--- src/rtl/z80_bus_master_pkg.sv ---
// Shared definitions for the Z80 bus master: cycle-type codes (bus defs set)
// and the T-state encoding used by the cycle sequencer.
`ifndef Z80_BUS_DEFS_VH
`define Z80_BUS_DEFS_VH
`define CYC_M1 2'b00
`define CYC_RD 2'b01
`define CYC_WR 2'b10
`endif

package z80_bus_master_pkg;

    typedef enum logic [2:0] {
        ST_IDLE = 3'd0,
        ST_T1   = 3'd1,
        ST_T2   = 3'd2,
        ST_TW   = 3'd3,
        ST_T3   = 3'd4,
        ST_T4   = 3'd5
    } tstate_e;

    // phase bit value: h0 is the CPU-clock-high half
    localparam logic PH_H0 = 1'b1;
    localparam logic PH_H1 = 1'b0;

    // last T-state of a machine cycle; T4 exists only for M1
    function automatic logic is_last_tstate(input tstate_e st, input logic [1:0] cyc);
        return (st == ST_T4) || ((st == ST_T3) && (cyc != `CYC_M1));
    endfunction

endpackage

--- src/rtl/z80_bus_master_if.sv ---
// Request/response handshake plus Z80 bus pins of the bus master.
interface z80_bus_master_if;
    logic        req_valid;
    logic        req_ready;
    logic [1:0]  req_type;
    logic [15:0] req_addr;
    logic [7:0]  req_wdata;
    logic        rsp_valid;
    logic [7:0]  rsp_rdata;
    logic        cpu_clk;
    logic [15:0] addr;
    logic [7:0]  dout;
    logic        dout_oe;
    logic [7:0]  din;
    logic        nmreq;
    logic        nrd;
    logic        nwr;
    logic        nm1;
    logic        nrfsh;
    logic        nwait;
    logic [6:0]  r_reg;

    modport master (
        input  req_valid, req_type, req_addr, req_wdata, din, nwait,
        output req_ready, rsp_valid, rsp_rdata, cpu_clk, addr, dout, dout_oe,
               nmreq, nrd, nwr, nm1, nrfsh, r_reg
    );

    modport slave (
        output req_valid, req_type, req_addr, req_wdata, din, nwait,
        input  req_ready, rsp_valid, rsp_rdata, cpu_clk, addr, dout, dout_oe,
               nmreq, nrd, nwr, nm1, nrfsh, r_reg
    );
endinterface

--- src/rtl/z80_bus_master_refresh_ctr.sv ---
// z80_refresh_ctr: 7-bit refresh counter (Z80 R register), loads R_INIT on reset.
module z80_refresh_ctr
    import z80_bus_master_pkg::*;
#(
    parameter logic [6:0] R_INIT = 7'h00
) (
    input  logic       clk,
    input  logic       rst,
    input  logic       inc,
    output logic [6:0] r_reg
);
    logic [6:0] r_q;
    logic [6:0] r_d;

    // advance once per completed M1; wraps 7F -> 00 by width
    always_comb begin
        r_d = r_q;
        if (inc) r_d = r_q + 7'd1;
    end

    // counter register
    always_ff @(posedge clk) begin
        if (rst) r_q <= R_INIT;
        else     r_q <= r_d;
    end

    assign r_reg = r_q;
endmodule

--- src/rtl/z80_bus_master.sv ---
// z80_bus_master: T-state-accurate Z80 memory-cycle initiator on a 2x clock.
// Build macro Z80_BUS_MASTER_WAIT_EN enables nwait-driven Tw insertion.
//
// state | meaning
// IDLE  | no cycle; phase keeps toggling, request taken in h1
// T1    | address driven at h0, strobes assert at h1
// T2    | strobes held; nwait sampled on the h0->h1 edge
// TW    | inserted wait; strobes held, nwait resampled
// T3    | M1: fetch data at rise, switch to refresh; RD/WR: end at fall
// T4    | M1 only: refresh strobe second half
module z80_bus_master #(
    parameter logic [7:0] I_REG    = 8'h00,
    parameter logic [6:0] R_INIT   = 7'h00,
    parameter int         MAX_WAIT = 15
) (
    input  logic             clk,
    input  logic             rst,
    z80_bus_master_if.master bus
);
    import z80_bus_master_pkg::*;

    localparam int                WCNT_W   = $clog2(MAX_WAIT + 2);
    localparam logic [WCNT_W-1:0] WCNT_MAX = WCNT_W'(MAX_WAIT);

    logic              ph_q, ph_d;
    tstate_e           st_q, st_d;
    logic [1:0]        cyc_q, cyc_d;
    logic [7:0]        wdata_q, wdata_d;
    logic              wait_q, wait_d;
    logic [WCNT_W-1:0] wcnt_q, wcnt_d;
    logic [15:0]       addr_q, addr_d;
    logic [7:0]        dout_q, dout_d;
    logic              dout_oe_q, dout_oe_d;
    logic              nmreq_q, nmreq_d;
    logic              nrd_q, nrd_d;
    logic              nwr_q, nwr_d;
    logic              nm1_q, nm1_d;
    logic              nrfsh_q, nrfsh_d;
    logic              rsp_valid_q, rsp_valid_d;
    logic [7:0]        rsp_rdata_q, rsp_rdata_d;
    logic              r_inc;
    logic [6:0]        r_cur;
    logic              is_m1, is_wr, req_ready, accept, wait_req;

    assign is_m1     = (cyc_q == `CYC_M1);
    assign is_wr     = (cyc_q == `CYC_WR);
    assign req_ready = (ph_q == PH_H1) && ((st_q == ST_IDLE) || is_last_tstate(st_q, cyc_q));
    assign accept    = req_ready & bus.req_valid;

`ifdef Z80_BUS_MASTER_WAIT_EN
    // wait budget is a down-counter; zero means no further Tw allowed
    assign wait_req = ~bus.nwait & (wcnt_q != '0);
`else
    logic wait_unused;
    assign wait_req    = 1'b0;
    assign wait_unused = ^{bus.nwait, wcnt_q};
`endif

    // next state and registered bus levels, one half-T-state per clk
    always_comb begin
        ph_d        = ~ph_q;
        st_d        = st_q;
        cyc_d       = cyc_q;
        wdata_d     = wdata_q;
        wait_d      = 1'b0;
        wcnt_d      = wcnt_q;
        addr_d      = addr_q;
        dout_d      = dout_q;
        dout_oe_d   = dout_oe_q;
        nmreq_d     = nmreq_q;
        nrd_d       = nrd_q;
        nwr_d       = nwr_q;
        nm1_d       = nm1_q;
        nrfsh_d     = nrfsh_q;
        rsp_valid_d = 1'b0;
        rsp_rdata_d = rsp_rdata_q;
        r_inc       = 1'b0;

        if (ph_q == PH_H0) begin
            // h0 -> h1: mid-T-state events
            case (st_q)
                ST_T1: begin
                    nmreq_d = 1'b0;
                    nrd_d   = is_wr;
                    if (is_wr) begin
                        dout_d    = wdata_q;
                        dout_oe_d = 1'b1;
                    end
                end
                ST_T2: begin
                    if (is_wr) nwr_d = 1'b0;
                    wait_d = wait_req;
                end
                ST_TW: wait_d = wait_req;
                ST_T3: begin
                    if (is_m1) begin
                        nmreq_d = 1'b0;
                    end else begin
                        nmreq_d = 1'b1;
                        nrd_d   = 1'b1;
                        nwr_d   = 1'b1;
                        if (!is_wr) begin
                            rsp_valid_d = 1'b1;
                            rsp_rdata_d = bus.din;
                        end
                    end
                end
                ST_T4:   nmreq_d = 1'b1;
                default: ;
            endcase
        end else begin
            // h1 -> h0: T-state boundary
            if (st_q == ST_T4) begin
                nrfsh_d = 1'b1;
                r_inc   = 1'b1;
            end
            case (st_q)
                ST_T1: st_d = ST_T2;
                ST_T2, ST_TW: begin
                    if (wait_q) begin
                        st_d   = ST_TW;
                        wcnt_d = wcnt_q - WCNT_W'(1);
                    end else begin
                        st_d = ST_T3;
                        if (is_m1) begin
                            rsp_valid_d = 1'b1;
                            rsp_rdata_d = bus.din;
                            nmreq_d     = 1'b1;
                            nrd_d       = 1'b1;
                            nm1_d       = 1'b1;
                            nrfsh_d     = 1'b0;
                            addr_d      = {I_REG, 1'b0, r_cur};
                        end
                    end
                end
                ST_T3:   st_d = is_m1 ? ST_T4 : ST_IDLE;
                ST_T4:   st_d = ST_IDLE;
                default: st_d = ST_IDLE;
            endcase
            if (st_d == ST_IDLE) dout_oe_d = 1'b0;
            if (accept) begin
                st_d      = ST_T1;
                cyc_d     = bus.req_type;
                wdata_d   = bus.req_wdata;
                addr_d    = bus.req_addr;
                nm1_d     = (bus.req_type != `CYC_M1);
                dout_oe_d = 1'b0;
                wcnt_d    = WCNT_MAX;
            end
        end
    end

    // state, phase and output registers
    always_ff @(posedge clk) begin
        if (rst) begin
            ph_q        <= PH_H1;
            st_q        <= ST_IDLE;
            cyc_q       <= `CYC_RD;
            wdata_q     <= '0;
            wait_q      <= 1'b0;
            wcnt_q      <= '0;
            addr_q      <= '0;
            dout_q      <= '0;
            dout_oe_q   <= 1'b0;
            nmreq_q     <= 1'b1;
            nrd_q       <= 1'b1;
            nwr_q       <= 1'b1;
            nm1_q       <= 1'b1;
            nrfsh_q     <= 1'b1;
            rsp_valid_q <= 1'b0;
            rsp_rdata_q <= '0;
        end else begin
            ph_q        <= ph_d;
            st_q        <= st_d;
            cyc_q       <= cyc_d;
            wdata_q     <= wdata_d;
            wait_q      <= wait_d;
            wcnt_q      <= wcnt_d;
            addr_q      <= addr_d;
            dout_q      <= dout_d;
            dout_oe_q   <= dout_oe_d;
            nmreq_q     <= nmreq_d;
            nrd_q       <= nrd_d;
            nwr_q       <= nwr_d;
            nm1_q       <= nm1_d;
            nrfsh_q     <= nrfsh_d;
            rsp_valid_q <= rsp_valid_d;
            rsp_rdata_q <= rsp_rdata_d;
        end
    end

    z80_refresh_ctr #(.R_INIT(R_INIT)) u_refresh (
        .clk   (clk),
        .rst   (rst),
        .inc   (r_inc),
        .r_reg (r_cur)
    );

    assign bus.req_ready = req_ready;
    assign bus.rsp_valid = rsp_valid_q;
    assign bus.rsp_rdata = rsp_rdata_q;
    assign bus.cpu_clk   = ph_q;
    assign bus.addr      = addr_q;
    assign bus.dout      = dout_q;
    assign bus.dout_oe   = dout_oe_q;
    assign bus.nmreq     = nmreq_q;
    assign bus.nrd       = nrd_q;
    assign bus.nwr       = nwr_q;
    assign bus.nm1       = nm1_q;
    assign bus.nrfsh     = nrfsh_q;
    assign bus.r_reg     = r_cur;
endmodule
--- src/flat_wrapper.sv ---
// flat-port wrapper written by rule: the top's interface ports become plain ports
module z80_bus_master_flat import z80_bus_master_pkg::*;
#(
    parameter logic [7:0] I_REG    = 8'h00,
    parameter logic [6:0] R_INIT   = 7'h00,
    parameter int         MAX_WAIT = 15
)
  (clk, rst, bus_req_valid, bus_req_type, bus_req_addr, bus_req_wdata, bus_din, bus_nwait, bus_req_ready, bus_rsp_valid, bus_rsp_rdata, bus_cpu_clk, bus_addr, bus_dout, bus_dout_oe, bus_nmreq, bus_nrd, bus_nwr, bus_nm1, bus_nrfsh, bus_r_reg);
  z80_bus_master_if bus_i ();
  input  logic clk;
  input  logic rst;
  input wire logic [$bits(bus_i.req_valid)-1:0] bus_req_valid;
  input wire logic [$bits(bus_i.req_type)-1:0] bus_req_type;
  input wire logic [$bits(bus_i.req_addr)-1:0] bus_req_addr;
  input wire logic [$bits(bus_i.req_wdata)-1:0] bus_req_wdata;
  input wire logic [$bits(bus_i.din)-1:0] bus_din;
  input wire logic [$bits(bus_i.nwait)-1:0] bus_nwait;
  output wire logic [$bits(bus_i.req_ready)-1:0] bus_req_ready;
  output wire logic [$bits(bus_i.rsp_valid)-1:0] bus_rsp_valid;
  output wire logic [$bits(bus_i.rsp_rdata)-1:0] bus_rsp_rdata;
  output wire logic [$bits(bus_i.cpu_clk)-1:0] bus_cpu_clk;
  output wire logic [$bits(bus_i.addr)-1:0] bus_addr;
  output wire logic [$bits(bus_i.dout)-1:0] bus_dout;
  output wire logic [$bits(bus_i.dout_oe)-1:0] bus_dout_oe;
  output wire logic [$bits(bus_i.nmreq)-1:0] bus_nmreq;
  output wire logic [$bits(bus_i.nrd)-1:0] bus_nrd;
  output wire logic [$bits(bus_i.nwr)-1:0] bus_nwr;
  output wire logic [$bits(bus_i.nm1)-1:0] bus_nm1;
  output wire logic [$bits(bus_i.nrfsh)-1:0] bus_nrfsh;
  output wire logic [$bits(bus_i.r_reg)-1:0] bus_r_reg;
  assign bus_i.req_valid = bus_req_valid;
  assign bus_i.req_type = bus_req_type;
  assign bus_i.req_addr = bus_req_addr;
  assign bus_i.req_wdata = bus_req_wdata;
  assign bus_i.din = bus_din;
  assign bus_i.nwait = bus_nwait;
  assign bus_req_ready = bus_i.req_ready;
  assign bus_rsp_valid = bus_i.rsp_valid;
  assign bus_rsp_rdata = bus_i.rsp_rdata;
  assign bus_cpu_clk = bus_i.cpu_clk;
  assign bus_addr = bus_i.addr;
  assign bus_dout = bus_i.dout;
  assign bus_dout_oe = bus_i.dout_oe;
  assign bus_nmreq = bus_i.nmreq;
  assign bus_nrd = bus_i.nrd;
  assign bus_nwr = bus_i.nwr;
  assign bus_nm1 = bus_i.nm1;
  assign bus_nrfsh = bus_i.nrfsh;
  assign bus_r_reg = bus_i.r_reg;
  z80_bus_master #(.I_REG(I_REG), .R_INIT(R_INIT), .MAX_WAIT(MAX_WAIT)) u_core (.clk(clk), .rst(rst), .bus(bus_i));
endmodule
--- config.mk ---
export PLATFORM = sky130hd
export DESIGN_NAME = z80_bus_master_flat
export DESIGN_NICKNAME = d
export VERILOG_FILES = /design/src/rtl/z80_bus_master_pkg.sv /design/src/rtl/z80_bus_master_if.sv /design/src/rtl/z80_bus_master_refresh_ctr.sv /design/src/rtl/z80_bus_master.sv /design/src/flat_wrapper.sv
export SDC_FILE = /design/constraint.sdc
export NUM_CORES = 1
export LEC_CHECK = 0
export CAP_MARGIN = 30
export CORE_MARGIN = 10
export CORE_UTILIZATION = 30
export DETAILED_ROUTE_END_ITERATION = 16
export GPL_TIMING_DRIVEN = 0
export PLACE_DENSITY_LB_ADDON = 0.05
export SLEW_MARGIN = 30
export SYNTH_ARGS = -nofsm -noshare
export SYNTH_HDL_FRONTEND = slang
export SYNTH_SLANG_ARGS = --single-unit
--- constraint.sdc ---
create_clock -name clk -period 4.2 [get_ports clk]
set_clock_uncertainty 0.05 [all_clocks]
set_input_delay 0.63 -clock clk [delete_from_list [all_inputs] [get_ports clk]]
set_output_delay 0.63 -clock clk [all_outputs]
set_load 0.005 [all_outputs]
==> metrics.txt <==
final hold vios 0; Syn Area/Cell 8.92 sq um; maximum vdd drop 0.000162 V; max incr delay on CP 560 ps; # resized after CTS 0; vias in the first global route approximately 2300; fmax 409 MHz; Arrival @ worst endpoint approximately 1800 ps; routed length per instance 15.7 microns; area share of the largest cell type after synthesis ~48%; Placer Congestion 0.782; power per cell area 335 mW/mm^2; initial core utilization 30.8%; min Tclk post-route 2450 ps; Max-Cap Viols 0; Hold-fix buffers, CTS 0; max FFs per register 16; Worst-Margin Slew between 700 and 800 ps; flops & latches, synth 60; # nets final 416; largest area contributor in the netlist dfxtp_1; Filler cells between 800 and 900; most frequent cell after synthesis dfxtp_1; first-pass GRT wire length 12.4 mm; Post-synth EDFFs 0; Tightest Hold Check Type reg2reg; crit-path max FO 10; Vias 2280; Ant. Diodes 0; drt pass-1 iters 4; Global Route Usage Sum approximately 12%; Buffers on Ports 83; Main synth FF type dfxtp_1; fraction of registers with async set/reset 0%; CTS tree yes; Final Cycle Share 58.2%; Critical Path End Type primary output; Post-CTS Setup Inserts 0; remaining global-route overflow 0; status complete, no violations; Cell Rows 33; setup TNS 0 ps; Syn Inst Count 282; Net Count, Synth 322; drt via density 4.70; Reg clk slew, reported paths ~70 ps; leak pwr 1.44 nW; Yosys warnings 0; Layout area overhead 44.5%; Worst Path Class, Setup reg2out; Core ar. 0.00818 sq mm; TritonCTS Buffers 9; Final ANT Viol Nets 0; WP buf/inv 2; largest net degree at the start of global routing 11; H-tree Lvls 3; Required @ worst endpoint 3520 ps; Commonest cells post-synth 60 x dfxtp_1, 43 x nand2_1, 39 x nor2_1; CP Cell Sequence buf_4 -> nor4_1 -> clkdlybuf4s50_1; RSZ-0062 raised after global routing false; clock buffer depth 2; ratio of cells with drive above 1 in the final layout 9.47%; Die W 112 microns; Residual DRC 0; Distinct cells, synth 42; initial antenna violation count 0; Worst setup SP type register; die area approximately 0.012 sq mm; Routed Wire Length approximately 7.6 mm; Max Slew Vio Count 0; clk sinks 60; sequential share of the synthesized area 47.8%; DP HPWL 5.53 mm; DR iter-0 viols 68; Worst-Skew Late Latency 330 ps; slew margin rel. 52.7%; slowest CP cell clkdlybuf4s50_1; io pins 86; Final Setup Violations 0; Final Util between 40% and 50%; die height between 100 and 150 microns; Root Buffer clkbuf_8; family with the most delay on the worst path buffers and inverters; Syn Std Cell Area around 0.0025 sq mm; top cells by area, synth dfxtp_1 48%, mux2i_1 7.2%, a21oi_1 6.8%
==> worst paths after layout <==
check | from | endpoint | slack (ps) | cells after the start
min reg2reg | u_core.wdata_q[4]$_SDFFE_PP0P_ | u_core.wdata_q[4]$_SDFFE_PP0P_ | 410 | 2
min | u_core.wdata_q[4]$_SDFFE_PP0P_ | u_core.wdata_q[4]$_SDFFE_PP0P_ | 410 | 2
max | u_core.bus.cpu_clk$_SDFF_PP0_ | bus_req_ready | 1750 | 3
max reg2reg | u_core.st_q[2]$_SDFFE_PP0N_ | u_core.bus.addr[11]$_SDFFE_PP0P_ | 2300 | 6
==> area by class of cell <==
type / instances / area (sq um) / area share [%]
clock buffer: 9 / 124 / 3.41
timing repair buffer: 83 / 831 / 22.9
clock inverter: 6 / 32.5 / 0.895
multi-input combinational: 200 / 1170 / 32.2
sequential: 60 / 1200 / 33.1
tap: 105 / 131 / 3.62
buffer: 21 / 139 / 3.82
inverter: 1 / 3.75 / 0.103
==> power breakdown <==
part	leakage [nW]	internal (W)	total, W	switching [W]
Sequential	0.488	0.000592	0.000607	0.0000153
Clock	0.0844	0.000205	0.000436	0.000231
Combinational	0.866	0.0000951	0.000173	0.0000778
==> routing by layer <==
| layer | global-route usage, % | vias up | part of all wire, % |
|---|---|---|---|
| met4 | 3.60 | 0 | 1.0 |
| met2 | 17.6 | 63 | 43 |
| li1 | - | 1152 | - |
| met5 | 0 | - | 0 |
| met3 | 6.49 | 5 | 10 |
| met1 | 15.2 | 1060 | 46 |
==> cells by family after synthesis <==
logic type,synth area share (%)
fa+ha+maj,0.995
simple gates,24.8
xor+xnor,1.74
compound gates,11.8
mux,7.16
buf+inv,5.67
flops,47.8
==> metrics by stage <==
step | worst slack, ps | total power (W) | std cells | cell area (sq um) | hold slack [ps]
2_1_floorplan | 2580 | 0.000702 | 282 | 2510 | 386
3_3_place_gp | 1880 | 0.000795 | 470 | 3480 | 396
3_5_place_dp | 1870 | 0.000795 | 470 | 3480 | 399
4_1_cts | 1730 | 0.00123 | 485 | 3630 | 409
5_1_grt | 1620 | 0.00128 | 485 | 3630 | 428
6_report | 1750 | 0.00122 | 485 | 3630 | 407
==> cell usage in the layout, fill, tap and decap left out, types with 2 or more instances in the layout <==
| cell | instances |
|---|---|
| and2_1 | 2 |
| a21oi_1 | 34 |
| buf_2 | 6 |
| xor2_1 | 4 |
| nor2_1 | 39 |
| clkbuf_8 | 9 |
| nor4_1 | 2 |
| nand2_1 | 43 |
| clkinv_2 | 5 |
| buf_6 | 6 |
| o21bai_1 | 2 |
| nor2b_1 | 2 |
| buf_4 | 2 |
| a211oi_1 | 7 |
| dfxtp_1 | 60 |
| ha_1 | 2 |
| nand3_1 | 11 |
| o21ai_0 | 3 |
| nor3_1 | 5 |
| nand2b_1 | 5 |
| mux2i_1 | 18 |
| clkbuf_1 | 7 |
| clkdlybuf4s50_1 | 83 |
==> tightest hold or removal path: cells and delay by family, from the launching register on <==
kind,cells,cell delay (ps)
AO/OA/AOI/OAI,1,50
AND/OR/NAND/NOR,1,50
flip-flops,1,310
Power figures use the tool's default switching activity.
